[config.mk]
export PLATFORM = sky130hd
export DESIGN_NAME = char_glyph_renderer
export DESIGN_NICKNAME = d
export VERILOG_FILES = /design/src/rtl/tft_char_pkg.sv /design/src/rtl/char_code_buffer.sv /design/src/rtl/char_glyph_renderer.sv
export SDC_FILE = /design/constraint.sdc
export NUM_CORES = 1
export LEC_CHECK = 0
export CAP_MARGIN = 20
export CORE_AREA = 2 2 108 110
export DETAILED_ROUTE_END_ITERATION = 8
export DIE_AREA = 0 0 110 112
export GPL_TIMING_DRIVEN = 1
export HOLD_SLACK_MARGIN = 0.05
export PLACE_DENSITY = 0.56
export SLEW_MARGIN = 20
export SYNTH_ARGS = -nofsm -noshare
export SYNTH_HDL_FRONTEND = slang
export SYNTH_SLANG_ARGS = --single-unit
[constraint.sdc]
create_clock -name clock -period 1.4 [get_ports clock]
set_input_delay 0.28 -clock clock [delete_from_list [all_inputs] [get_ports clock]]
set_output_delay 0.28 -clock clock [all_outputs]
set_load 0.01 [all_outputs]
[src/rtl/tft_char_pkg.sv]
// tft_char_pkg: shared glyph geometry, RGB565 type and default colours for the TFT text path
package tft_char_pkg;
    localparam int GLYPH_W = 8;
    localparam int GLYPH_H = 16;
    localparam int ROM_AW = 7;
    typedef logic [15:0] rgb565_t;
    localparam logic [3:0] BLANK_CODE = 4'hF;
    localparam rgb565_t FG_DEFAULT = 16'hFFFF;
    localparam rgb565_t BG_DEFAULT = 16'h0000;
endpackage

[src/rtl/char_code_buffer.sv]
// char_code_buffer: shadow/active character code registers, active reloaded once per frame
module char_code_buffer
    import tft_char_pkg::*;
#(
    parameter int NUM_CHARS = 8
) (
    input  logic                      clock,
    input  logic                      reset,
    input  logic                      frame_start,
    input  logic                      wr_en,
    input  logic [3:0]                wr_idx,
    input  logic [3:0]                wr_code,
    output logic [NUM_CHARS-1:0][3:0] active
);
    logic [NUM_CHARS-1:0][3:0] shadow;

    // frame_start copies the pre-write shadow, so a same-cycle write lands one frame later
    always_ff @(posedge clock) begin
        if (reset) begin
            shadow <= {NUM_CHARS{BLANK_CODE}};
            active <= {NUM_CHARS{BLANK_CODE}};
        end else begin
            if (frame_start) active <= shadow;
            for (int i = 0; i < NUM_CHARS; i++)
                if (wr_en && wr_idx == 4'(i)) shadow[i] <= wr_code;
        end
    end
endmodule

[src/rtl/char_glyph_renderer.sv]
// char_glyph_renderer: maps the scan position onto a text box, drives the glyph ROMs, emits RGB565
module char_glyph_renderer
    import tft_char_pkg::*;
#(
    parameter int      NUM_CHARS  = 8,
    parameter int      NUM_GLYPHS = 10,
    parameter int      ORIGIN_X   = 0,
    parameter int      ORIGIN_Y   = 0,
    parameter int      X_W        = 11,
    parameter int      Y_W        = 10,
    parameter rgb565_t FG         = FG_DEFAULT,
    parameter rgb565_t BG         = BG_DEFAULT
) (
    input  logic                  clock,
    input  logic                  reset,
    input  logic                  frame_start,
    input  logic                  pix_valid,
    input  logic [X_W-1:0]        pix_x,
    input  logic [Y_W-1:0]        pix_y,
    input  logic                  wr_en,
    input  logic [3:0]            wr_idx,
    input  logic [3:0]            wr_code,
    output logic [ROM_AW-1:0]     rom_address,
    input  logic [NUM_GLYPHS-1:0] rom_q,
    output logic                  rgb_valid,
    output rgb565_t               rgb,
    output logic                  in_box
);
    logic [NUM_CHARS-1:0][3:0] active;
    logic [X_W-1:0] dx;
    logic [Y_W-1:0] dy;
    logic hit;
    logic [3:0] cell_code;
    logic v1, v2, hit1, hit2;
    logic [3:0] code1, code2;
    logic [15:0] q_pad;

    char_code_buffer #(.NUM_CHARS(NUM_CHARS)) u_codes (
        .clock(clock), .reset(reset), .frame_start(frame_start),
        .wr_en(wr_en), .wr_idx(wr_idx), .wr_code(wr_code), .active(active)
    );

    assign dx = pix_x - X_W'(ORIGIN_X);
    assign dy = pix_y - Y_W'(ORIGIN_Y);
    assign hit = pix_x >= X_W'(ORIGIN_X) && pix_y >= Y_W'(ORIGIN_Y) &&
                 dx < X_W'(GLYPH_W * NUM_CHARS) && dy < Y_W'(GLYPH_H);
    assign q_pad = 16'(rom_q);

    // pick the active code of the cell under the scan position
    always_comb begin
        cell_code = BLANK_CODE;
        for (int i = 0; i < NUM_CHARS; i++)
            if (dx[6:3] == 4'(i)) cell_code = active[i];
    end

    // S1: issue the ROM address; it holds through pix_valid gaps
    always_ff @(posedge clock) begin
        if (reset) begin
            rom_address <= '0;
            v1 <= 1'b0;
            hit1 <= 1'b0;
            code1 <= BLANK_CODE;
        end else begin
            v1 <= pix_valid;
            hit1 <= pix_valid && hit;
            code1 <= cell_code;
            if (pix_valid) rom_address <= hit ? {dy[3:0], dx[2:0]} : '0;
        end
    end

    // S2: sideband rides alongside the ROM's own output register
    always_ff @(posedge clock) begin
        if (reset) begin
            v2 <= 1'b0;
            hit2 <= 1'b0;
            code2 <= BLANK_CODE;
        end else begin
            v2 <= v1;
            hit2 <= hit1;
            code2 <= code1;
        end
    end

    // S3: select the returned bit for this cell's code; unattached codes render background
    always_ff @(posedge clock) begin
        if (reset) begin
            rgb_valid <= 1'b0;
            in_box <= 1'b0;
            rgb <= BG;
        end else begin
            rgb_valid <= v2;
            in_box <= hit2;
            rgb <= (hit2 && {1'b0, code2} < 5'(NUM_GLYPHS) && q_pad[code2]) ? FG : BG;
        end
    end
endmodule
[Word level (Yosys, flattened, before mapping)]
Index checks and enable logic that the tools add are counted.
Storage, ports and cells
  flip-flop bits (word level): 101
  latch bits: 0
  bits in writable memories: 0
  ROM bits: 0
  output and inout port bits: 25
  logic and storage cells: 74
  memories kept: 0
Cells by class
  add/subtract/negate cells: 0
  multiply operators: 0
  div/mod/pow operators: 0
  $lt $le $gt $ge: 6
  equality and inequality tests: 14
  shift operators: 0
  mux-type cells: 12
  bitwise gates (word level): 0
  reductions and logical operators: 16
Operator list (number)
  equality test 4 x 3 -> 1 bit, second input constant: 8
  two-way mux 4 bit: 8
  equality test 4 x 2 -> 1 bit, second input constant: 4
  two-way mux 16 bit: 1
  logical AND 1 bit: 14
  >= comparator 11 x 1 -> 1 bit, second input constant: 1
  < comparator 11 x 7 -> 1 bit, second input constant: 1
  >= comparator 10 x 1 -> 1 bit, second input constant: 1
  < comparator 10 x 5 -> 1 bit, second input constant: 1
  equality test 4 x 1 -> 1 bit, second input constant: 2
  zero test 4 bit: 2
  two-way mux 7 bit: 1
  < comparator 4 x 5 -> 1 bit, second input constant: 1
  binary-select mux 1 bit (select 4 bit): 1
  < comparator 4 bit, second input constant: 1
  two-way mux 1 bit: 1

[Logic depth before layout (Yosys ltp)]
  depth after elaboration: 9
  gate-level depth with buffers: 5
  gate-level depth less buffers: 4

[Modules after synthesis]
From an unflattened synthesis, not the netlist that was laid out.
Second synthesis, totals
  cell total of the unflattened synthesis: 315
  area total of the unflattened synthesis: 3482.1 µm²
Modules (own cells, without submodules)
  char_code_buffer: times used 1, cells each 224, area each 2402.3 µm²
  char_glyph_renderer: times used 1, cells each 91, area each 1079.8 µm²

[Least setup slack after synthesis]
No wires, ideal clock.
  path type: flip-flop to flip-flop
  start point: reg code2[0]
  end point: reg rgb[14]
  setup time: 115 ps
  data arrival time: 1257 ps
  required time: 1285 ps
  setup slack: 29 ps
  cell stages (with the launch flop): 5
  clock period less this slack: 1371 ps
  cell sequence: dfxtp_1 mux4_2 o2bb2ai_1 a311oi_1 o21a_1
On the way
  cells in the longest elaborated chain, start to end: 4
  elaborated cells on any way between the ends: 6
RTL lines
  from (decl): line char_glyph_renderer.sv:35  | logic [3:0] code1, code2;
  from (signal assigned): line char_glyph_renderer.sv:80  | code2 <= code1;
  binary-select mux 1 bit (select 4 bit) / < comparator 4 bit (equally long branches): line char_glyph_renderer.sv:93  | rgb <= (hit2 && {1'b0, code2} < 5'(NUM_GLYPHS) && q_pad[code2]) ? FG : BG;
  two-way mux 1 bit (not written as such) / logical AND 1 bit (equally long branches): line char_glyph_renderer.sv:93
  logical AND 1 bit *: line char_glyph_renderer.sv:93
  two-way mux 16 bit *: line char_glyph_renderer.sv:93
  to (signal assigned): line char_glyph_renderer.sv:93
  to (decl): line char_glyph_renderer.sv:26  | output rgb565_t rgb,
Every way passes the cells marked *; elsewhere a longest branch is shown, timed or not. The select of a mux whose other input is x is not followed.
A chain may end at the register's enable or synchronous reset.

==> summary.md <==
| Metric | Value |
|---|---|
| DRT Pass-1 Iters | 4 |
| Setup TNS | 0 ns |
| First-pass GRT wire length | 13100 um |
| Worst vdd ir | 0.531 mV |
| Slew margin rel. | 67.6% |
| Switching part of the total | 21.6% |
| WP data arrival | 1.07 ns |
| Setup violators final | 0 |
| Root buffer cell | clkbuf_16 |
| Nets@finish | 453 |
| Share of cells above drive strength 1 | 17.9% |
| Synth area leaders | dfxtp_1 (49%), mux2i_1 (9.2%), a211o_1 (8.3%) |
| Crit-path cells | buf_12 -> dlygate4sd2_1 |
| CORE AREA | 0.0112 mm2 |
| Clock power frac | between 40% and 50% |
| CP Class | reg -> out |
| Critical Path Start Type | flop |
| R2r worst-path depth | 4 |
| Num CTS Buffers | 9 |
| Async S/R FF share, synth | 0% |
| Largest net degree at the start of global routing | 63 |
| Sequential share of power | 47.3% |
| Hold buffers post-CTS | 0 |
| EDFF count, synth | 0 |
| Hold crit path type | reg -> reg |
| Fin util | 42.4% |
| Critical path required time | around 1.1 ns |
| Hold slack | between 0.4 and 0.5 ns |
| Switching power | 1170 uW |
| Die H | around 110 um |
| Hold Crit Start | code1[2]$_SDFF_PP1_ |
| FF-to-FF End | rgb[14]$_SDFF_PP0_ |
| Footprint of the multi-input gates | 0.00157 mm2 |
| Min-Delay Path Depth | 1 |
| Post-DR wirelength/cell | 14.2 um |
| Total die area | 0.0123 mm2 |
| Slowest CP cell | dfxtp_1 |
| Sequential cell area | ~0.0017 mm2 |
| Gr ovfl total | 0 |
| Layout area overhead | 35.5% |
| Clk slew on worst S/H paths | ~0.060 ns |
| Skew-Pair Late Insertion Delay | 0.33 ns |
| Vias per cell | 4.61 |
| RSZ-0062 raised after global routing | yes |
| Slowest stage delay, CP | about 0.35 ns |
| Register area share after synthesis | 49.3% |
| Top cell type's share of synthesized area | about 50% |
| Synth Instances | 334 |
| CP endpoint kind | output port |
| Int Power | 4240 uW |
| Synth cell count leaders | dfxtp_1 (86), nor2b_1 (39), nand2_1 (34) |
| IO Port Bufs | 68 |
| TritonCTS clock tree | yes |
| Max cap viols | 0 |
| Routability congestion estimate | 0.797 |
| Via count | 2563 |
| Largest area contributor in the netlist | dfxtp_1 |
| Hpwl dp | 5750 um |
| Worst r2r src | code2[0]$_SDFF_PP1_ |
| Comb power frac | under 10% |
| YS warnings | 0 |
| Achievable Freq | 741 MHz |
| Worst slew pin tran | between 0.4 and 0.5 ns |
| Post-layout min period | ~1.3 ns |
| Synthesized area | around 0.0035 mm2 |
| CTS H-tree lvls | 3 |
| DRT iter0 DRCs | 143 |
| GRT Total Usage | 13.8% |
| Site Rows | 39 |
| Max-slew violations | 0 |
| Vias in the first global route | approximately 2600 |
| Worst Path Max Fanout | 16 |
| Count leader, synth | dfxtp_1 |
| Initial antenna violation count | 0 |
| Layout Skew | 0.00505 ns |
| Mapped Avg Cell Area | around 10 um2 |
| Syn Nets | 378 |
| Hold Vio Cnt, Final | 0 |
| Worst hold endpoint | code2[2]$_SDFF_PP1_ |
| Layout filler cell count | 1111 |
| DRC errors left | 0 |
| Wirelength, routed | 7910 um |
| Starting Density | 31.3% |
| PwrDens | 1140 mW/mm2 |
| R2R setup slack | 0.08 ns |
| Synth Flop Type | dfxtp_1 |
| Clock buffer depth | 2 |
| Final worst-path cycle share | 96.4% |
| Number of synthesized register bits | 86 |
| Outcome | completed |
| Die X | approximately 110 um |
| # clock sinks | 86 |
| Routed Antenna Nets | 0 |
| Unique masters post-synth | 35 |
| Number of antenna repair diodes | 0 |
| Num ports | a little under 70 |
| Leak | 0.00202 uW |
## stage by stage
stage	instances	worst slack, ns	area (um2)	total power, uW
after floorplan	334	0.0286	3490	2860
after global placement	539	-0.407	4420	3120
final	556	0.0507	4730	5400
after CTS	556	0.0149	4720	5460
after global routing	556	-0.00343	4730	5650
after detailed placement	539	-0.496	4420	3130
## per-layer routing
layer  wire length (um)  GRT usage (%)  up-vias
met5                  0              0        -
met4                 59           2.78        0
met3                617           4.51        5
met2               3580           22.2       81
met1               3650           18.1     1172
li1                   -              -     1305
## final cells by class
| class | instances | share of cell area, % |
|---|---|---|
| multi-input cells | 207 | 33.1 |
| inverters | 3 | 0.238 |
| flip-flops and latches | 86 | 36.4 |
| clock inverters | 4 | 1.00 |
| repair buffers | 102 | 20.3 |
| well taps | 143 | 3.78 |
| clock buffers | 11 | 5.13 |
## state kept, by name, summed over array words and instances, names as in the netlist
register        cells
in_box              1
code1               4
hit1                1
v1                  1
rom_address         7
v2                  1
rgb                 1
u_codes.shadow     32
hit2                1
rgb_valid           1
u_codes.active     32
code2               4
## power groups by stage
stage / combinational (uW) / clock [uW] / sequential [uW]
finish: 523 / 2330 / 2550
global route: 578 / 2510 / 2560
CTS: 528 / 2380 / 2550
detailed placement: 517 / 0 / 2610
global placement: 510 / 0 / 2610
floorplan: 263 / 0 / 2590
## worst max-delay path, delay by kind of cell (launching register included)
family                 cells  cell delay [ns]
buffers and inverters      2             0.39
DFF                        1             0.35
## cell usage in the layout (no fill, tap or decap), types with 2 or more instances in the layout
| cell | instances |
|---|---|
| dfxtp_1 | 85 |
| nor2b_1 | 39 |
| clkdlybuf4s50_1 | 37 |
| nand2_1 | 34 |
| a211o_1 | 33 |
| mux2i_1 | 32 |
| buf_4 | 26 |
| dlygate4sd2_1 | 24 |
| a22o_1 | 10 |
| nor2_1 | 9 |
| clkbuf_16 | 9 |
| mux2_2 | 7 |
| nand3_1 | 7 |
| or2_2 | 5 |
| clkdlybuf4s15_1 | 5 |
| buf_12 | 4 |
| a21oi_1 | 3 |
| o21ai_1 | 3 |
| mux4_2 | 3 |
| inv_1 | 3 |
| buf_6 | 3 |
| a221oi_1 | 2 |
| nand3b_1 | 2 |
| nor3b_2 | 2 |
| nand3b_4 | 2 |
| clkinv_2 | 2 |
| buf_2 | 2 |
## worst max-delay path by stage
stage | slack (ns) | cells after the start | end | startpoint
after CTS | 0.01 | 5 | u_codes.shadow[7]$_SDFFE_PP1P_ | wr_en
final | 0.05 | 2 | rgb[6] | rgb[14]$_SDFF_PP0_
after global placement | -0.41 | 5 | code1[0]$_SDFF_PP1_ | pix_x[4]
after floorplan | 0.03 | 4 | rgb[14]$_SDFF_PP0_ | code2[0]$_SDFF_PP1_
after global routing | -0.003 | 2 | rgb[5] | rgb[14]$_SDFF_PP0_
after detailed placement | -0.50 | 5 | code1[0]$_SDFF_PP1_ | pix_x[4]
## what timing repair did
action                     in CTS  in global routing
resized for setup              36                  9
pin swaps                       1                  2
buffers inserted                1                  0
setup endpoints to repair      42                 21
cloned                          1                  0
## cells by family after synthesis
family	count (synthesis)	synth area share, %
muxes	42	13.4
and+or+nand+nor	109	17.3
AOI/OAI and AO/OA	56	13.3
buffers and inverters	41	6.66
DFF	86	49.3
Power figures use the tool's default switching activity.
